==> src/rtl/nic.sv <==
// Memory-mapped NIC between the processor data port and one ring-router node.
// One-packet receive buffer and one-packet transmit buffer, each with a full flag.
module nic #(
   parameter int DATA_W = 64
) (
   input  logic              clk,
   input  logic              reset,
   input  logic [0:1]        addr,
   input  logic [0:DATA_W-1] d_in,
   output logic [0:DATA_W-1] d_out,
   input  logic              nicEn,
   input  logic              nicWrEn,
   input  logic              net_si,
   output logic              net_ri,
   input  logic [0:DATA_W-1] net_di,
   output logic              net_so,
   input  logic              net_ro,
   output logic [0:DATA_W-1] net_do,
   input  logic              net_polarity
);

   localparam logic [0:1] ADDR_IN_BUF  = 2'b00;
   localparam logic [0:1] ADDR_IN_STAT = 2'b01;
   localparam logic [0:1] ADDR_OUT_BUF = 2'b10;
   localparam logic [0:1] ADDR_OUT_STAT = 2'b11;

   logic [0:DATA_W-1] in_buf;
   logic              in_full;
   logic [0:DATA_W-1] out_buf;
   logic              out_full;

   logic              cpu_rd;
   logic              cpu_wr;
   logic              recv;
   logic              drain;
   logic              load;
   logic              send;
   logic [0:DATA_W-1] rd_data;

   assign cpu_rd = nicEn & ~nicWrEn;
   assign cpu_wr = nicEn & nicWrEn;

   // All decisions use flag values as of the edge; recv/drain and load/send
   // are therefore mutually exclusive.
   assign recv  = net_si & ~in_full;
   assign drain = cpu_rd & (addr == ADDR_IN_BUF) & in_full;
   assign load  = cpu_wr & (addr == ADDR_OUT_BUF) & ~out_full;
   assign send  = out_full & net_ro & (out_buf[0] == net_polarity);

   assign net_ri = ~in_full;

   always_comb begin
      rd_data = '0;
      case (addr)
         ADDR_IN_BUF:   rd_data = in_buf;
         ADDR_IN_STAT:  rd_data = {{(DATA_W-1){1'b0}}, in_full};
         ADDR_OUT_STAT: rd_data = {{(DATA_W-1){1'b0}}, out_full};
         default:       rd_data = '0;
      endcase
   end

   always_ff @(posedge clk) begin
      if (reset) begin
         in_buf   <= '0;
         in_full  <= 1'b0;
         out_buf  <= '0;
         out_full <= 1'b0;
         d_out    <= '0;
         net_so   <= 1'b0;
         net_do   <= '0;
      end else begin
         if (recv) begin
            in_buf <= net_di;
         end
         if (recv) begin
            in_full <= 1'b1;
         end else if (drain) begin
            in_full <= 1'b0;
         end

         if (load) begin
            out_buf <= d_in;
         end
         if (load) begin
            out_full <= 1'b1;
         end else if (send) begin
            out_full <= 1'b0;
         end

         net_so <= send;
         if (send) begin
            net_do <= out_buf;
         end

         if (cpu_rd) begin
            d_out <= rd_data;
         end
      end
   end

endmodule

==> config.mk <==
export PLATFORM = sky130hd
export DESIGN_NAME = nic
export DESIGN_NICKNAME = d
export VERILOG_FILES = /design/src/rtl/nic.sv
export SDC_FILE = /design/constraint.sdc
export NUM_CORES = 1
export LEC_CHECK = 0
export CORE_ASPECT_RATIO = 0.5
export CORE_MARGIN = 3
export CORE_UTILIZATION = 32
export CTS_CLUSTER_SIZE = 28
export DETAILED_ROUTE_END_ITERATION = 12
export PLACE_DENSITY = 0.55
export SLEW_MARGIN = 0
export SYNTH_ARGS = -nofsm -noshare
export SYNTH_HDL_FRONTEND = slang
export SYNTH_SLANG_ARGS = --single-unit
==> constraint.sdc <==
create_clock -name clk -period 2.38 [get_ports clk]
set_input_delay 0.238 -clock clk [delete_from_list [all_inputs] [get_ports clk]]
set_output_delay 0.238 -clock clk [all_outputs]
set_load 0.01 [all_outputs]
==> results.sh, run 1 <==
export IMPL_outcome="complete, no violations"
export IMPL_cts_tree="done"
export IMPL_synth_xor_area_share_pct=0.0900
export IMPL_wl_per_cell_um=16.4
export IMPL_wl_met2_um=13700
export IMPL_core_area_um2=29500
export IMPL_finalPower_mw=8.99
export IMPL_startpoint_type="flip-flop"
export IMPL_rsz0062_at_grt="false"
export IMPL_max_slew_margin_pct=53.3
export IMPL_yosysWarningCount=0
export IMPL_htree_levels=1
export IMPL_fmax_mhz=550
export IMPL_cp_slowest_cell="dfxtp_1"
export IMPL_ctsHoldBuffers=0
export IMPL_path_cells="inv_1 > clkdlybuf4s50_1"
export IMPL_cp_data_required_time_ps=2140
export IMPL_nNetsFinal=1362
export IMPL_synthSimpleGateAreaFrac_pct=20.5
export IMPL_synth_mux_area_fraction_pct=13.3
export IMPL_grt_util_all_layers_pct=15.9
export IMPL_grt_pass1_vias=7596
export IMPL_cts_resized=0
export IMPL_gp_congestion=0.754
export IMPL_slowest_delay_ps=490
export IMPL_clock_sinks=259
export IMPL_period_needed_ps=1820
export IMPL_overflow=0
export IMPL_grt_max_degree=113
export IMPL_finalSetupTns_ps=0
export IMPL_hold_path_class="input pin to flip-flop"
export IMPL_cts_setup_buffers=0
export IMPL_cp_max_fo=6
export IMPL_ant_nets=0
export IMPL_clk_pin_slew_worst_paths_ps=70
export IMPL_yosys_area_share_adder_pct=0
export IMPL_synth_top_family_by_area="simple AND/OR/NAND/NOR gates"
export IMPL_ys_ff_latch=259
export IMPL_cp_end_kind="primary output"
export IMPL_wl_met3_um=872
export IMPL_synth_cell_type_count=25
export IMPL_dieArea_um2=32700
export IMPL_clock_path_buffers=3
export IMPL_peakVddDrop_v=0.000421
export IMPL_hold_depth=2
export IMPL_p_leak_nw=4.63
export IMPL_drt_first_iter_violations=257
export IMPL_grt_first_pass_wirelength_um=41800
export IMPL_power_density_nw_per_um2=666
export IMPL_port_buffers=266
export IMPL_fin_crit_sh_pct=76.5
export IMPL_worstRegToRegCells=3
export IMPL_layout_commonest_cell="clkdlybuf4s50_1"
export IMPL_whs_ps=220
export IMPL_tightest_slew_ps=701
export IMPL_finClkSkew_ps=17.9
export IMPL_maxCapViolCount=0
export IMPL_dp_final_hpwl_um=18100
export IMPL_maxUsedRoutingLayer="met4"
export IMPL_die_width_um=253
export IMPL_setup_violations=0
export IMPL_viasPerCell=4.57
export IMPL_vias=7467
export IMPL_drcViolationCount=0
export IMPL_path_class="flip-flop to primary output"
export IMPL_clk_insertion_delay_late_ps=530
export IMPL_worst_ep_arrival_time_ps=1580
export IMPL_drive_above_1_share_pct=4.91
export IMPL_syn_cell_area_um2=9740
export IMPL_hold_viol=0
export IMPL_synth_compound_area_share_pct=8.47
export IMPL_synth_fp_nets=1132
export IMPL_dieHeight_um=129
export IMPL_cts_made_buffers=25
export IMPL_cts_root_buffer="clkbuf_16"
export IMPL_wl_um=26800
export IMPL_rows=44
export IMPL_io_pins=267
export IMPL_area_delta_synth_final_pct=38.6
export IMPL_antenna_cells=0
export IMPL_syn_area_per_cell_um2=9.78
export IMPL_drtPass1Iterations=4
export IMPL_wl_met1_um=11500
export IMPL_initial_utilization_pct=33.1
export IMPL_ys_seq_area_share_pct=53.3
export IMPL_antenna_found_initial=0
export IMPL_syn_inst=995
export IMPL_layout_common_cells="clkdlybuf4s50_1, dfxtp_1, nand2b_1"
export IMPL_drv_slew=0
worst paths after layout:
kind / startpoint / end / slack, ps
worst min register to register: in_buf[55]$_SDFFE_PP0P_ / in_buf[55]$_SDFFE_PP0P_ / 450
worst min-delay path: reset / d_out[24]$_SDFFE_PP0P_ / 220
worst max-delay path: in_full$_SDFFE_PP0P_ / net_ri / 560
worst max register to register: out_full$_SDFFE_PP0P_ / net_do[19]$_SDFFE_PP0P_ / 900
critical path, delay by kind of cell (launching register included):
kind,cells,cell delay [ps]
buffers and inverters,2,560
DFF,1,490
metal layers:
| metal | GRT usage (%) | vias to the layer above |
|---|---|---|
| met1 | 19.6 | 3547 |
| li1 | - | 3761 |
| met3 | 2.89 | 42 |
| met2 | 28.9 | 117 |
| met5 | 0 | - |
| met4 | 3.93 | 0 |
sequential cells by signal (all words and copies together), names as in the netlist:
name and flops:
out_full 1, d_out 64, net_so 1, net_do 64, out_buf 64, in_full 1, in_buf 64
final cells by class:
type / count / area (um^2)
clock buffers: 36 / 697
clock inverters: 9 / 73.8
fillers: 2774 / 16000
inverters: 1 / 3.75
multi-input cells: 656 / 4160
flip-flops and latches: 259 / 5180
well taps: 391 / 489
repair buffers: 282 / 2880
synthesized netlist by cell type (all sizes together):
cell type	count	share of area [%]
nand2b	193	12
o21ba	1	0.10
a21oi	64	3.3
mux2i	129	13
nor2b	2	0.13
dfxtp	259	53
or3b	1	0.090
a211oi	1	0.077
xnor2	1	0.090
nor2	65	2.5
a21boi	1	0.077
buf	46	3.1
clkbuf	33	1.3
or2b	1	0.077
and3	1	0.064
inv	1	0.039
nand2	130	5.0
a22oi	63	4.9
nand4b	1	0.090
a31oi	1	0.064
nor4b	1	0.15
kinds of logic after synthesis:
group | after synthesis
compound gates | 131
xor+xnor | 1
simple gates | 395
mux | 129
buf+inv | 80
flops | 259
where the power goes:
part,internal (mW),switching [mW]
Clock,2.15,1.69
Combinational,0.375,0.299
Sequential,4.43,0.0443
Total,6.95,2.04
stage by stage:
step | setup WS (ps) | instances | instance area, um^2 | util (%)
2_1_floorplan | 1110 | 995 | 9740 | -
3_3_place_gp | 524 | 1589 | 12700 | 43.2
3_5_place_dp | 497 | 1589 | 12700 | 43.2
4_1_cts | 527 | 1634 | 13500 | 45.8
5_1_grt | 493 | 1634 | 13500 | 45.8
6_report | 560 | 1634 | 13500 | 45.8
No activity file was read; power rests on OpenSTA's default activity.
==> run 2, diff against run 1 <==
- clock period: 2.38 -> 1.7 ns (I/O delays scaled with it)
==> results.sh, run 2 (same netlist as run 1, synthesis figures left out) <==
export IMPL_fin_area_um2=13700
export IMPL_holdCritStartpoint="reset"
export IMPL_wl_per_cell_um=16.1
export IMPL_cts_tree="done"
export IMPL_antenna_cells=0
export IMPL_wl_um=26400
export IMPL_cp_max_fo=2
export IMPL_placed_cell_area_um2=12900
export IMPL_clk_pin_slew_worst_paths_ps=60
export IMPL_tightest_slew_ps=334
export IMPL_core_area_um2=29500
export IMPL_drv_slew=0
export IMPL_clk_insertion_delay_late_ps=520
export IMPL_setup_violations=0
export IMPL_grt_max_degree=109
export IMPL_grt_first_pass_wirelength_um=41600
export IMPL_startpoint_type="flip-flop"
export IMPL_path_cells="clkdlybuf4s50_1"
export IMPL_p_leak_nw=4.75
export IMPL_fin_crit_sh_pct=95.8
export IMPL_rsz0062_at_grt="false"
export IMPL_r2r_slack_ps=370
export IMPL_cts_root_buffer="clkbuf_16"
export IMPL_nNetsFinal=1376
export IMPL_cp_data_required_time_ps=1530
export IMPL_initial_utilization_pct=33.1
export IMPL_htree_levels=1
export IMPL_worst_ep_arrival_time_ps=1460
export IMPL_dp_slack_ps=3.56
export IMPL_outcome="complete, no violations"
export IMPL_critPathBufInv=1
export IMPL_area_delta_synth_final_pct=41.2
export IMPL_drive_above_1_share_pct=5.91
export IMPL_peakVddDrop_v=0.000653
export IMPL_maxCapViolCount=0
export IMPL_grt_pass1_vias=7653
export IMPL_finalPower_mw=12.7
export IMPL_clock_path_buffers=3
export IMPL_gp_congestion=0.777
export IMPL_antenna_found_initial=0
export IMPL_layout_commonest_cell="clkdlybuf4s50_1"
export IMPL_grt_util_all_layers_pct=15.7
export IMPL_ant_nets=0
export IMPL_clock_sinks=259
export IMPL_cp_end_kind="primary output"
export IMPL_finClkSkew_ps=8.60
export IMPL_viasPerCell=4.57
export IMPL_rows=44
export IMPL_drt_first_iter_violations=313
export IMPL_hold_path_class="input pin to flip-flop"
export IMPL_dieArea_um2=32700
export IMPL_hold_viol=0
export IMPL_vias=7519
export IMPL_dp_final_hpwl_um=18400
export IMPL_overflow=0
export IMPL_n_fill_cell=2749
export IMPL_fmax_mhz=614
export IMPL_finalSetupTns_ps=0
export IMPL_drtPass1Iterations=4
export IMPL_r2r_start="out_buf[0]$_SDFFE_PP0P_"
export IMPL_layout_common_cells="clkdlybuf4s50_1, dfxtp_1, nand2b_1"
export IMPL_period_needed_ps=1630
export IMPL_max_slew_margin_pct=77.8
export IMPL_io_pins=267
export IMPL_path_class="flip-flop to primary output"
export IMPL_ctsHoldBuffers=0
export IMPL_worstSetupStartpoint="d_out[19]$_SDFFE_PP0P_"
export IMPL_cts_made_buffers=25
export IMPL_port_buffers=266
export IMPL_power_density_nw_per_um2=928
export IMPL_drcViolationCount=0
export IMPL_fin_ws_ps=70.7
export IMPL_slowest_delay_ps=600
export IMPL_dieHeight_um=129
export IMPL_cp_slowest_cell="clkdlybuf4s50_1"
export IMPL_cp_top_family="buffers and inverters"
export IMPL_die_width_um=253
## run 2: report_power, final
part           internal [mW]  switching, mW  total, mW  leakage (nW)
clock network           3.18           2.31       5.49         0.391
logic                  0.563          0.432      0.995          2.26
registers               6.20         0.0610       6.26          2.10
total                   9.95           2.80       12.7          4.75
## run 2: cell type report
cell class	instances	area, um^2	share of cell area [%]
sequential	259	5190	37.7
tap	391	489	3.56
clock inverter	6	90.1	0.656
timing repair buffer	296	3110	22.7
inverter	1	3.75	0.0273
clock buffer	35	703	5.12
multi-input combinational	656	4160	30.2
## run 2: timing repair
item                                    CTS  global route
resized for setup                         2             0
buffers inserted                          0             0
endpoints found under the setup margin    1             0
## run 2: routing by layer
layer	part of all wire, %	track usage, %
met1	43	19.4
met2	52	28.9
met3	3.0	2.75
met4	2.3	3.79
met5	0	0
## run 2: worst paths after layout
kind                                  end  cells past startpoint
hold reg to reg   in_buf[22]$_SDFFE_PP0P_                      2
setup / recovery                d_out[19]                      1
setup reg to reg  net_do[25]$_SDFFE_PP0P_                      4
hold / removal      out_full$_SDFFE_PP0P_                      2
## run 2: through the flow
stage               hold WS (ps)  utilization (%)  std cells
finish                       113             46.7       1644
global route                 102             46.7       1644
CTS                         78.8             46.7       1644
detailed placement           447             44.0       1603
global placement             442             44.0       1603
floorplan                    306                -        995
